**src/rtl/line_xfer_pkg.sv**
```systemverilog
// line_xfer_pkg: sequencer state encoding and the line/offset word-address helper.
package line_xfer_pkg;
    typedef enum logic [2:0] {IDLE, WB, RD, DRAIN, DONE} state_e;
    function automatic logic [31:0] word_addr(input logic [31:0] line, input logic [31:0] off, input int ow);
        return (line << ow) | off;
    endfunction
endpackage

```
**src/rtl/line_word_cnt.sv**
```systemverilog
// line_word_cnt: wrapping word-offset counter with synchronous clear and last-word flag.
module line_word_cnt #(
    parameter int OW = 2
) (
    input  logic          clk,
    input  logic          rst_n,
    input  logic          clr,
    input  logic          inc,
    output logic [OW-1:0] cnt,
    output logic          last
);
    logic [OW-1:0] cnt_q, cnt_d;
    always_comb cnt_d = clr ? '0 : (inc ? cnt_q + OW'(1) : cnt_q);
    always_ff @(posedge clk or negedge rst_n)
        if (!rst_n) cnt_q <= '0;
        else cnt_q <= cnt_d;
    assign cnt  = cnt_q;
    assign last = &cnt_q;
endmodule

```
**src/rtl/line_xfer_seq.sv**
```systemverilog
// line_xfer_seq: writes back a dirty line, then refills a line through the controller fetch port.
module line_xfer_seq
    import line_xfer_pkg::*;
#(
    parameter  int mem_depth  = 32,
    parameter  int data_width = 32,
    parameter  int line_words = 4,
    localparam int AW = $clog2(mem_depth),
    localparam int OW = $clog2(line_words),
    localparam int LW = AW - OW
) (
    input  logic                  clk,
    input  logic                  rst_n,
    input  logic                  req_valid,
    output logic                  req_ready,
    input  logic                  req_wb,
    input  logic [LW-1:0]         req_wb_line,
    input  logic [LW-1:0]         req_fill_line,
    output logic [OW-1:0]         wb_word_idx,
    input  logic [data_width-1:0] wb_data,
    output logic                  fill_valid,
    output logic [OW-1:0]         fill_word_idx,
    output logic [data_width-1:0] fill_data,
    output logic                  busy,
    output logic                  done,
    output logic [AW-1:0]         fetch_mem_raddr,
    output logic                  fetch_mem_ren,
    input  logic                  fetch_mem_rready,
    input  logic [data_width-1:0] fetch_mem_rdata,
    input  logic                  fetch_mem_rdata_valid,
    output logic [AW-1:0]         fetch_mem_waddr,
    output logic                  fetch_mem_wen,
    input  logic                  fetch_mem_wready,
    output logic [data_width-1:0] fetch_mem_wdata
);
    state_e        state_q, state_d;
    logic [LW-1:0] wb_line_q, wb_line_d, fill_line_q, fill_line_d;
    logic [OW-1:0] wcnt, rcnt, vcnt;
    logic          w_last, r_last, v_last, w_inc, r_inc, v_inc, cnt_clr;

    assign busy    = state_q != IDLE;
    assign cnt_clr = state_q == IDLE;
    assign w_inc   = state_q == WB && fetch_mem_wready;
    assign r_inc   = state_q == RD && fetch_mem_rready;
    assign v_inc   = busy && fetch_mem_rdata_valid;

    line_word_cnt #(.OW(OW)) u_wcnt (.clk, .rst_n, .clr(cnt_clr), .inc(w_inc), .cnt(wcnt), .last(w_last));
    line_word_cnt #(.OW(OW)) u_rcnt (.clk, .rst_n, .clr(cnt_clr), .inc(r_inc), .cnt(rcnt), .last(r_last));
    line_word_cnt #(.OW(OW)) u_vcnt (.clk, .rst_n, .clr(cnt_clr), .inc(v_inc), .cnt(vcnt), .last(v_last));

    always_comb begin
        state_d         = state_q;
        wb_line_d       = wb_line_q;
        fill_line_d     = fill_line_q;
        req_ready       = 1'b0;
        done            = 1'b0;
        wb_word_idx     = '0;
        fetch_mem_wen   = 1'b0;
        fetch_mem_waddr = '0;
        fetch_mem_wdata = '0;
        fetch_mem_ren   = 1'b0;
        fetch_mem_raddr = '0;
        fill_valid      = v_inc;
        fill_data       = busy ? fetch_mem_rdata : '0;
        fill_word_idx   = busy ? vcnt : '0;
        case (state_q)
            IDLE: begin
                req_ready = 1'b1;
                if (req_valid) begin
                    wb_line_d   = req_wb_line;
                    fill_line_d = req_fill_line;
                    state_d     = req_wb ? WB : RD;
                end
            end
            WB: begin
                fetch_mem_wen   = 1'b1;
                fetch_mem_waddr = AW'(word_addr(32'(wb_line_q), 32'(wcnt), OW));
                fetch_mem_wdata = wb_data;
                wb_word_idx     = wcnt;
                state_d         = (w_inc && w_last) ? RD : WB;
            end
            RD: begin
                fetch_mem_ren   = 1'b1;
                fetch_mem_raddr = AW'(word_addr(32'(fill_line_q), 32'(rcnt), OW));
                state_d         = (r_inc && r_last) ? DRAIN : RD;
            end
            DRAIN: state_d = (v_inc && v_last) ? DONE : DRAIN;
            DONE: begin
                done    = 1'b1;
                state_d = IDLE;
            end
            default: state_d = IDLE;
        endcase
    end

    always_ff @(posedge clk or negedge rst_n)
        if (!rst_n) begin
            state_q     <= IDLE;
            wb_line_q   <= '0;
            fill_line_q <= '0;
        end else begin
            state_q     <= state_d;
            wb_line_q   <= wb_line_d;
            fill_line_q <= fill_line_d;
        end
endmodule

```
**config.mk**
```make
export PLATFORM = sky130hd
export DESIGN_NAME = line_xfer_seq
export DESIGN_NICKNAME = d
export VERILOG_FILES = /design/src/rtl/line_xfer_pkg.sv /design/src/rtl/line_word_cnt.sv /design/src/rtl/line_xfer_seq.sv
export SDC_FILE = /design/constraint.sdc
export NUM_CORES = 1
export LEC_CHECK = 0
export CAP_MARGIN = 30
export CORE_AREA = 10 10 72 90
export DETAILED_ROUTE_END_ITERATION = 10
export DIE_AREA = 0 0 82 100
export PLACE_DENSITY = 0.85
export SLEW_MARGIN = 40
export SYNTH_ARGS = -nofsm -noshare
export SYNTH_HDL_FRONTEND = slang
export SYNTH_SLANG_ARGS = --single-unit
```
**constraint.sdc**
```tcl
create_clock -name clk -period 5.6 [get_ports clk]
set_input_delay 1.68 -clock clk [delete_from_list [all_inputs] [get_ports clk]]
set_output_delay 1.68 -clock clk [all_outputs]
set_load 0.05 [all_outputs]
```
==> load_flow_metrics.sql, run 1 <==
INSERT INTO impl_metrics (metric_group, metric, value, unit) VALUES
('layout', 'multi_input_area', '873', 'µm²'),
('placed_design', 'portBuffers', '160', ''),
('yosys', 'postSynth.topFlopCell', 'dfrtp_1', ''),
('yosys', 'synth-edff-count', '0', ''),
('yosys', 'syn-instance-count', '150', ''),
('drt', 'finalWirelength', '5650', 'µm'),
('yosys', 'synth_fp_nets', '230', ''),
('yosys', 'ys_ff_latch', '15', ''),
('worst_setup_path', 'critical_path.most_common_cell', 'clkdlybuf4s50_1', ''),
('floorplan', 'die_area', '8200', 'µm²'),
('clock_network', 'cts_tree', 'built', ''),
('yosys', 'yosys.cell_count.top_type', 'and2_1', ''),
('yosys', 'ys.warnings.count', '0', ''),
('timing', 'fin_skew', '3.07', 'ps'),
('global_routing', 'antenna_found_initial', '0', ''),
('global_routing', 'grt_overflow_total', '0', ''),
('yosys', 'synth_adder_area_share', '0.0280', ''),
('layout', 'postLayoutCellArea', '2990', 'µm²'),
('power_and_ir_drop', 'static-leakage-power', '1.20', 'nW'),
('placed_design', 'dpl_cell_area', '2950', 'µm²'),
('yosys', 'post_synth_main_area_contributors', 'dfrtp_1 28%, and2_1 20%, nor2b_1 12%, mux2_4 6.7%, and2b_1 5.6%', ''),
('placed_design', 'gp_routability_congestion', '0.842', ''),
('worst_setup_path', 'start_kind', 'input port', ''),
('worst_setup_path', 'endpoint_kind', 'output pin', ''),
('power_and_ir_drop', 'total_power_per_unit_cell_area', '550', 'nW/µm²'),
('clock_network', 'clk_transition_reported_paths', '60', 'ps'),
('yosys', 'synth_compound_area_frac', '0.0336', ''),
('worst_setup_path', 'timing.critical_path.cells', 'clkdlybuf4s50_1 > nor2b_1 > clkdlybuf4s50_1', ''),
('timing', 'finalCritPeriodShare', '0.876', ''),
('worst_setup_path', 'worst-setup-path-type', 'input port to output pin', ''),
('clock_network', 'tritoncts_buffer_count', '3', ''),
('floorplan', 'die_height', '100', 'µm'),
('power_and_ir_drop', 'power.ir.vdd_worst', '276', 'µV'),
('timing', 'report.final.slew_viol_count', '0', ''),
('drt', 'routed_length_per_instance', '15.5', 'µm'),
('yosys', 'ys_seq_area_frac', '0.280', ''),
('global_routing', 'grt_max_degree', '40', ''),
('clock_network', 'cts.root.buffer_cell', 'clkbuf_8', ''),
('layout', 'area_delta_synth_final', '123', '%'),
('worst_setup_path', 'biggest_fanout_along_the_worst_timing_path', '5', ''),
('yosys', 'netlist_area', '1340', 'µm²'),
('clock_network', 'clkSinkCount', '15', ''),
('global_routing', 'grt_first_pass_wirelength', '8220', 'µm'),
('timing', 'report.final.setup_viol', '0', ''),
('yosys', 'synth_simple_gate_area_share', '0.481', ''),
('floorplan', 'core-area', '4860', 'µm²'),
('drt', 'drt_initial_violations', '14', ''),
('worst_setup_path', 'cp.required', '3920', 'ps'),
('floorplan', 'start_util', '0.276', ''),
('yosys', 'synth.cells.most_frequent', '43 x and2_1, 25 x nor2b_1, 15 x dfrtp_1', ''),
('timing', 'unrepaired_setup_endpoints_after_global_routing', 'no', ''),
('drt', 'post-route-drc-count', '0', ''),
('yosys', 'synth_top_family_by_area', 'simple AND/OR/NAND/NOR gates', ''),
('timing', 'relSlewSlack', '0.550', ''),
('run', 'maxCapViolCount', '0', ''),
('timing', 'final_report_hold_violation_count', '0', ''),
('drt', 'route.vias.total', '1596', ''),
('yosys', 'synthArstFlopShare', '1.00', ''),
('yosys', 'synth-xor-area-share', '0.0196', ''),
('layout', 'nNetsFinal', '383', ''),
('floorplan', 'ios', '161', ''),
('run_status', 'status', 'finished clean', ''),
('clock_network', 'holdBufCountCts', '0', ''),
('worst_setup_path', 'crit_slowest_cell', 'clkdlybuf4s50_1', ''),
('placed_design', 'post-dp-hpwl', '5040', 'µm'),
('clock_network', 'cts_resized', '0', ''),
('layout', 'ant_cells', '0', ''),
('clock_network', 'cts_max_path_buffers', '2', ''),
('timing', 'fmaxAchievable', '204', 'MHz'),
('drt', 'final_antenna_net_count', '0', ''),
('worst_setup_path', 'worst-endpoint-arrival', '3230', 'ps');
[placed cells by master (no fill, tap or decap)]
| cell | Yosys | layout |
|---|---|---|
| nand3b_1 | 2 | 2 |
| nor3b_2 | 2 | 2 |
| nor3_1 | 1 | 1 |
| nand2b_1 | 1 | 1 |
| mux2_4 | 6 | 6 |
| a21oi_1 | 1 | 1 |
| inv_1 | 1 | 1 |
| nand3_1 | 1 | 1 |
| clkbuf_1 | 3 | 1 |
| clkbuf_8 | 0 | 3 |
| o31a_1 | 1 | 1 |
| o21a_1 | 1 | 1 |
| and4bb_2 | 2 | 2 |
| buf_4 | 2 | 2 |
| mux2i_1 | 3 | 3 |
| nand2_1 | 1 | 1 |
| a21boi_0 | 1 | 1 |
| and2_1 | 43 | 43 |
| ha_1 | 3 | 3 |
| clkdlybuf4s50_1 | 0 | 160 |
| nor3_4 | 1 | 1 |
| a221oi_1 | 1 | 1 |
| nor2b_1 | 25 | 25 |
| dfrtp_1 | 15 | 15 |
| xnor2_1 | 3 | 3 |
| and2_4 | 1 | 1 |
| a211oi_1 | 1 | 1 |
| nor2_1 | 9 | 9 |
| and2b_1 | 10 | 10 |
[worst paths after layout]
path,to,from,depth (start not counted),slack (ps)
worst min register to register,wb_line_q[2],wb_line_q[2],1,510
worst max-delay path,fill_valid,fetch_mem_rdata_valid,3,690
min in group asynchronous,fill_line_q[1],rst_n,1,1840
worst min-delay path,wb_line_q[2],wb_line_q[2],1,510
worst max register to register,fill_line_q[0],state_q[2],3,3810
max in group asynchronous,u_vcnt.cnt[0],rst_n,1,3330
[layout make-up]
cell class,count,area share
repair buffers,162,0.540
clock buffers,4,0.0151
inverters,1,0.00125
flip-flops and latches,15,0.125
multi-input cells,120,0.292
well taps,62,0.0259
[power by group]
| part | internal (mW) | switching (mW) |
|---|---|---|
| registers | 0.156 | 0.0477 |
| clock network | 0.0503 | 0.0376 |
| logic | 0.496 | 0.857 |
[state kept, by name (all words and copies together), names as in the netlist]
name	flops
state_q	3
u_rcnt.cnt	2
fill_line_q	3
wb_line_q	3
u_wcnt.cnt	2
u_vcnt.cnt	2
[metrics by stage]
step                      power, mW  utilization  setup slack, ps  cells
after detailed placement       1.57        0.606              677    360
after floorplan                1.14            -             1530    150
after global placement         1.56        0.606              699    360
after CTS                      1.67        0.615              679    364
final                          1.64        0.615              694    364
after global routing           1.73        0.615              635    364
[metal layers]
layer | up-vias | GRT usage | part of all wire
met1 | 693 | 0.128 | 0.37
met5 | - | 0 | 0
li1 | 778 | - | -
met4 | 0 | 0.0289 | 0.014
met2 | 117 | 0.219 | 0.45
met3 | 8 | 0.0733 | 0.17
[cell families after synthesis]
family,Yosys count
and+or+nand+nor,99
buffers and inverters,15
DFF,15
muxes,9
AOI/OAI and AO/OA,6
xor gates and xnor gates,3
adders and majority gates,3
[critical path: cells and delay by family]
kind                   cells  cell delay [ps]
and+or+nand+nor            1              160
buffers and inverters      2             1380
Power figures use the tool's default switching activity.
==> run 2: changes to the inputs <==
Settings changed: CORE_AREA 10 10 72 90 to 10 10 78 97, DIE_AREA 0 0 82 100 to 0 0 88 107, PLACE_DENSITY 0.85 to 0.76.
Clock period 5.6 ns to 4.33 ns, I/O delays scaled along.
==> load_flow_metrics.sql, run 2 (same netlist as run 1, synthesis figures left out) <==
INSERT INTO impl_metrics (metric_group, metric, value, unit) VALUES
('run_status', 'status', 'finished clean', ''),
('clock_network', 'cts_resized', '0', ''),
('drt', 'vias_per_cell', '4.27', ''),
('clock_network', 'cts_max_path_buffers', '2', ''),
('clock_network', 'cts-htree-levels', '1', ''),
('floorplan', 'die_w', '88', 'µm'),
('placed_design', 'post-dp-hpwl', '4950', 'µm'),
('layout', 'ant_cells', '0', ''),
('floorplan', 'start_util', '0.235', ''),
('layout', 'area_delta_synth_final', '111', '%'),
('timing', 'final_report_hold_violation_count', '0', ''),
('power_and_ir_drop', 'static-leakage-power', '1.32', 'nW'),
('timing', 'report.final.slew_viol_count', '0', ''),
('drt', 'dr.pass1.iters', '4', ''),
('timing', 'relSlewSlack', '0.554', ''),
('layout', 'final_common_cell', 'clkdlybuf4s50_1', ''),
('layout', 'nNetsFinal', '384', ''),
('floorplan', 'ios', '161', ''),
('clock_network', 'clk_transition_reported_paths', '60', 'ps'),
('timing', 'unrepaired_setup_endpoints_after_global_routing', 'no', ''),
('clock_network', 'setup_fix_bufs_post_cts', '0', ''),
('timing', 'report.final.setup_viol', '0', ''),
('timing', 'fin_skew', '0.901', 'ps'),
('global_routing', 'groute.usage.overall', '0.110', ''),
('layout', 'nFillCells', '558', ''),
('timing', 'fmaxAchievable', '283', 'MHz'),
('timing', 'finalCriticalPeriod', '3530', 'ps'),
('placed_design', 'portBuffers', '160', ''),
('worst_setup_path', 'start_kind', 'input port', ''),
('run', 'maxCapViolCount', '0', ''),
('layout', 'top_library_cells_by_usage_in_the_layout_fill_and_taps_aside', '88 x clkdlybuf4s50_1, 75 x buf_4, 43 x and2_1', ''),
('clock_network', 'holdBufCountCts', '0', ''),
('global_routing', 'gr-usage-met1', '0.116', ''),
('worst_setup_path', 'endpoint_kind', 'output pin', ''),
('placed_design', 'gp_routability_congestion', '0.698', ''),
('power_and_ir_drop', 'totalPowerFinal', '2.07', 'mW'),
('layout', 'final_core_util', '0.495', ''),
('global_routing', 'grt_max_degree', '39', ''),
('global_routing', 'grt_first_pass_wirelength', '8470', 'µm'),
('worst_setup_path', 'r2r_cells', '4', ''),
('clock_network', 'clkSinkCount', '15', ''),
('worst_hold_path', 'hold_path_depth', '1', ''),
('drt', 'routed_length_per_instance', '15.1', 'µm'),
('placed_design', 'post-place-cells', '365', ''),
('drt', 'route.vias.total', '1575', ''),
('floorplan', 'die_height', '107', 'µm'),
('power_and_ir_drop', 'power.ir.vdd_worst', '343', 'µV'),
('worst_setup_path', 'biggest_fanout_along_the_worst_timing_path', '5', ''),
('drt', 'finalWirelength', '5560', 'µm'),
('floorplan', 'die_area', '9420', 'µm²'),
('clock_network', 'tritoncts_buffer_count', '3', ''),
('floorplan', 'core-area', '5700', 'µm²'),
('power_and_ir_drop', 'total_power_per_unit_cell_area', '733', 'nW/µm²'),
('worst_setup_path', 'r2r_start', 'state_q[2]', ''),
('worst_setup_path', 'cp.required', '3030', 'ps'),
('timing', 'finalCritPeriodShare', '0.815', ''),
('global_routing', 'grt.busiest_layer', 'met2', ''),
('global_routing', 'use_met3', '0.0674', ''),
('floorplan', 'standard_cell_row_count', '31', ''),
('timing', 'timing_worst_slew_pin_value', '667', 'ps'),
('global_routing', 'grt_overflow_total', '0', ''),
('layout', 'largest_registers', 'fill_line_q x3, state_q x3, wb_line_q x3', ''),
('clock_network', 'cts_tree', 'built', ''),
('worst_hold_path', 'min_delay_path_class', 'flip-flop to flip-flop', ''),
('drt', 'drt_initial_violations', '39', ''),
('clock_network', 'clock_latency_of_the_later_clocked_register_in_the_worst_skew_pair', '240', 'ps'),
('global_routing', 'grt_util_met2', '0.183', ''),
('timing', 'aggregate_negative_setup_slack', '0', 'ps'),
('layout', 'layout.cells.non_filler', '369', ''),
('global_routing', 'antenna_found_initial', '0', ''),
('worst_setup_path', 'worst-setup-path-type', 'input port to output pin', ''),
('worst_setup_path', 'worst-endpoint-arrival', '2230', 'ps'),
('layout', 'drive_above_1_share', '0.297', ''),
('worst_setup_path', 'critical_path.startpoint', 'fetch_mem_rdata_valid', ''),
('clock_network', 'cts.root.buffer_cell', 'clkbuf_8', ''),
('worst_hold_path', 'min-delay-start', 'wb_line_q[2]', ''),
('global_routing', 'via_count_of_the_first_global_routing_pass', '1667', ''),
('drt', 'post-route-drc-count', '0', ''),
('drt', 'final_antenna_net_count', '0', '');
run 2: cell type report:
cell class | count | area, µm² | share of cell area
multi-input combinational | 120 | 873 | 0.309
tap | 66 | 82.6 | 0.0292
timing repair buffer | 163 | 1440 | 0.511
clock buffer | 4 | 45.0 | 0.0160
sequential | 15 | 375 | 0.133
inverter | 1 | 3.75 | 0.00133
run 2: layer usage:
metal	share of wire	wire length, µm	vias up
met4	0.0027	15	0
met5	0	0	-
met1	0.36	2000	682
met3	0.17	966	2
li1	-	-	777
met2	0.46	2570	114
run 2: path summary, 6_finish.rpt:
| path | endpoint | slack [ps] |
|---|---|---|
| worst max-delay path | fill_valid | 800 |
| worst min register to register | wb_line_q[2] | 500 |
| worst max register to register | fill_line_q[1] | 2690 |
| min in group asynchronous | wb_line_q[2] | 1460 |
| worst min-delay path | wb_line_q[2] | 500 |
| max in group asynchronous | u_rcnt.cnt[1] | 2440 |
run 2: critical path: stages:
cell,delay [ps]
clkdlybuf4s50_1,560
nor2b_1,160
buf_4,200
run 2: per-stage QoR:
| stage | cell area, µm² | setup slack, ps | hold WS [ps] |
|---|---|---|---|
| 6_report | 2820 | 802 | 501 |
| 5_1_grt | 2820 | 718 | 523 |
| 4_1_cts | 2820 | 786 | 508 |
| 3_5_place_dp | 2780 | 786 | 489 |
| 3_3_place_gp | 2780 | 798 | 485 |
| 2_1_floorplan | 1340 | 1020 | 473 |
run 2: report_power, final:
group	total (mW)	switching (mW)	leakage [nW]	internal, mW
logic	1.70	1.11	1.11	0.585
clock network	0.110	0.0446	0.0228	0.0650
registers	0.265	0.0630	0.188	0.202
==> run 3: changes to the inputs <==
Clock period 4.33 ns to 3.2 ns, I/O delays scaled along.
==> load_flow_metrics.sql, run 3 (same netlist as run 1, synthesis figures left out) <==
INSERT INTO impl_metrics (metric_group, metric, value, unit) VALUES
('placed_design', 'gp_routability_congestion', '0.760', ''),
('clock_network', 'tritoncts_buffer_count', '3', ''),
('drt', 'routed_length_per_instance', '15.6', 'µm'),
('worst_setup_path', 'worst-setup-path-type', 'flip-flop to output pin', ''),
('floorplan', 'ios', '161', ''),
('worst_setup_path', 'r2r_start', 'state_q[2]', ''),
('clock_network', 'cts_max_path_buffers', '2', ''),
('layout', 'drive_above_1_share', '0.331', ''),
('worst_setup_path', 'critical_path.startpoint', 'state_q[2]', ''),
('power_and_ir_drop', 'internal_power', '1.44', 'mW'),
('power_and_ir_drop', 'p_sw', '1.72', 'mW'),
('run_status', 'status', 'finished clean', ''),
('clock_network', 'holdBufCountCts', '0', ''),
('worst_hold_path', 'min-delay-start', 'fill_line_q[0]', ''),
('worst_setup_path', 'crit_slowest_cell', 'clkdlybuf4s50_1', ''),
('global_routing', 'groute.usage.overall', '0.117', ''),
('timing', 'finalCriticalPeriod', '3100', 'ps'),
('timing', 'report.final.slew_viol_count', '0', ''),
('global_routing', 'grt_max_degree', '40', ''),
('power_and_ir_drop', 'total_power_per_unit_cell_area', '945', 'nW/µm²'),
('timing', 'report.final.setup_viol', '0', ''),
('placed_design', 'pre_cts_slack', '318', 'ps'),
('clock_network', 'clkSinkCount', '15', ''),
('timing', 'fmaxAchievable', '323', 'MHz'),
('global_routing', 'antenna_found_initial', '0', ''),
('clock_network', 'cts_resized', '0', ''),
('layout', 'largest_registers', 'fill_line_q x3, state_q x3, wb_line_q x3', ''),
('worst_setup_path', 'cp.required', '2240', 'ps'),
('global_routing', 'via_count_of_the_first_global_routing_pass', '1735', ''),
('timing', 'aggregate_negative_setup_slack', '0', 'ps'),
('placed_design', 'portBuffers', '160', ''),
('floorplan', 'start_util', '0.235', ''),
('clock_network', 'setup_fix_bufs_post_cts', '0', ''),
('timing', 'finalCritPeriodShare', '0.969', ''),
('power_and_ir_drop', 'share_comb_of_total_power', '0.848', ''),
('layout', 'final_common_cell', 'clkdlybuf4s50_1', ''),
('clock_network', 'clk_transition_reported_paths', '60', 'ps'),
('timing', 'unrepaired_setup_endpoints_after_global_routing', 'no', ''),
('floorplan', 'die_height', '107', 'µm'),
('worst_hold_path', 'hold_path_depth', '1', ''),
('worst_setup_path', 'endpoint_kind', 'output pin', ''),
('drt', 'drt_initial_violations', '25', ''),
('worst_setup_path', 'timing.rr.end', 'fill_line_q[1]', ''),
('drt', 'dr.pass1.iters', '4', ''),
('drt', 'post-route-drc-count', '0', ''),
('floorplan', 'standard_cell_row_count', '31', ''),
('drt', 'vias_per_cell', '4.27', ''),
('global_routing', 'grt_first_pass_wirelength', '9010', 'µm'),
('clock_network', 'clock_latency_of_the_later_clocked_register_in_the_worst_skew_pair', '240', 'ps'),
('power_and_ir_drop', 'static-leakage-power', '1.48', 'nW'),
('floorplan', 'die_area', '9420', 'µm²'),
('timing', 'layout_setup_ws', '99.6', 'ps'),
('run', 'maxCapViolCount', '0', ''),
('floorplan', 'core-area', '5700', 'µm²'),
('power_and_ir_drop', 'netSwitchingFraction', '0.544', ''),
('power_and_ir_drop', 'p_seq_frac', '0.106', ''),
('layout', 'area_delta_synth_final', '150', '%'),
('drt', 'route.vias.total', '1584', ''),
('clock_network', 'cts.root.buffer_cell', 'clkbuf_8', ''),
('layout', 'top_library_cells_by_usage_in_the_layout_fill_and_taps_aside', '80 x clkdlybuf4s50_1, 43 x and2_1, 43 x buf_4', ''),
('floorplan', 'die_w', '88', 'µm'),
('global_routing', 'grt_overflow_total', '0', ''),
('worst_hold_path', 'whs_endpoint', 'fill_line_q[0]', ''),
('clock_network', 'cts-htree-levels', '1', ''),
('timing', 'relSlewSlack', '0.541', ''),
('timing', 'final_report_hold_violation_count', '0', ''),
('worst_setup_path', 'worst_path_dominant_cell_family', 'buffers and inverters', ''),
('placed_design', 'post-dp-hpwl', '5280', 'µm'),
('worst_hold_path', 'min_delay_path_class', 'flip-flop to flip-flop', ''),
('layout', 'final_core_util', '0.587', ''),
('worst_setup_path', 'timing.critical_path.buf_inv', '1', ''),
('worst_setup_path', 'critPathMaxStageDelay', '820', 'ps'),
('power_and_ir_drop', 'relative_contribution_of_the_clock_network_to_total_power', '0.046', ''),
('worst_setup_path', 'timing.critical_path.cells', 'nor3b_2 > and2_1 > clkdlybuf4s50_1', ''),
('layout', 'nNetsFinal', '386', ''),
('layout', 'ant_cells', '0', ''),
('power_and_ir_drop', 'power.ir.vdd_worst', '603', 'µV'),
('timing', 'timing_worst_slew_pin_value', '687', 'ps'),
('drt', 'final_antenna_net_count', '0', ''),
('worst_setup_path', 'start_kind', 'flip-flop', ''),
('worst_setup_path', 'r2r_cells', '4', ''),
('worst_setup_path', 'biggest_fanout_along_the_worst_timing_path', '10', ''),
('timing', 'fin_skew', '2.84', 'ps'),
('drt', 'finalWirelength', '5800', 'µm'),
('worst_setup_path', 'worst-r2r-setup-slack', '1520', 'ps'),
('clock_network', 'cts_tree', 'built', ''),
('worst_setup_path', 'worst-endpoint-arrival', '2140', 'ps');
run 3: power by group through the flow:
stage               clock (mW)  sequential (mW)  combinational [mW]
floorplan                    0            0.313                1.68
global placement             0            0.334                2.70
finish                   0.146            0.334                2.68
detailed placement           0            0.339                2.72
CTS                      0.154            0.335                2.72
global route             0.164            0.346                2.83
run 3: worst register-to-register path, cell delays in order (launching register included):
cell and delay (ps):
dfrtp_1 490, nor3_4 230, buf_4 270, and2_4 260, mux2_4 310
run 3: per-layer routing:
metal,wire length [µm],vias up,global-route usage,share of wire
met4,15,0,0.0205,0.0026
met5,0,-,0,0
met3,956,2,0.0682,0.16
met1,2080,689,0.127,0.36
li1,-,779,-,-
met2,2750,114,0.195,0.47
run 3: cell type report:
type	count	area, µm²
Timing Repair Buffer	165	1960
Clock inverter	1	5.00
Fill cell	480	2360
Inverter	1	3.75
Tap cell	66	82.6
Multi-Input combinational cell	120	873
Sequential cell	15	375
Clock buffer	3	41.3
run 3: how the worst max path moves through the flow:
stage,to,cells after the start
finish,fetch_mem_raddr[2],3
global route,fetch_mem_raddr[2],3
CTS,fetch_mem_raddr[2],3
detailed placement,fetch_mem_raddr[2],3
global placement,fill_valid,3
floorplan,fetch_mem_raddr[0],3
run 3: stage by stage:
stage               hold WS, ps  total power, mW  cells  instance area, µm²
floorplan                   473             1.99    150                1340
global placement            483             3.03    367                3300
detailed placement          489             3.06    367                3300
CTS                         503             3.21    371                3350
global route                510             3.34    371                3350
finish                      498             3.16    371                3350
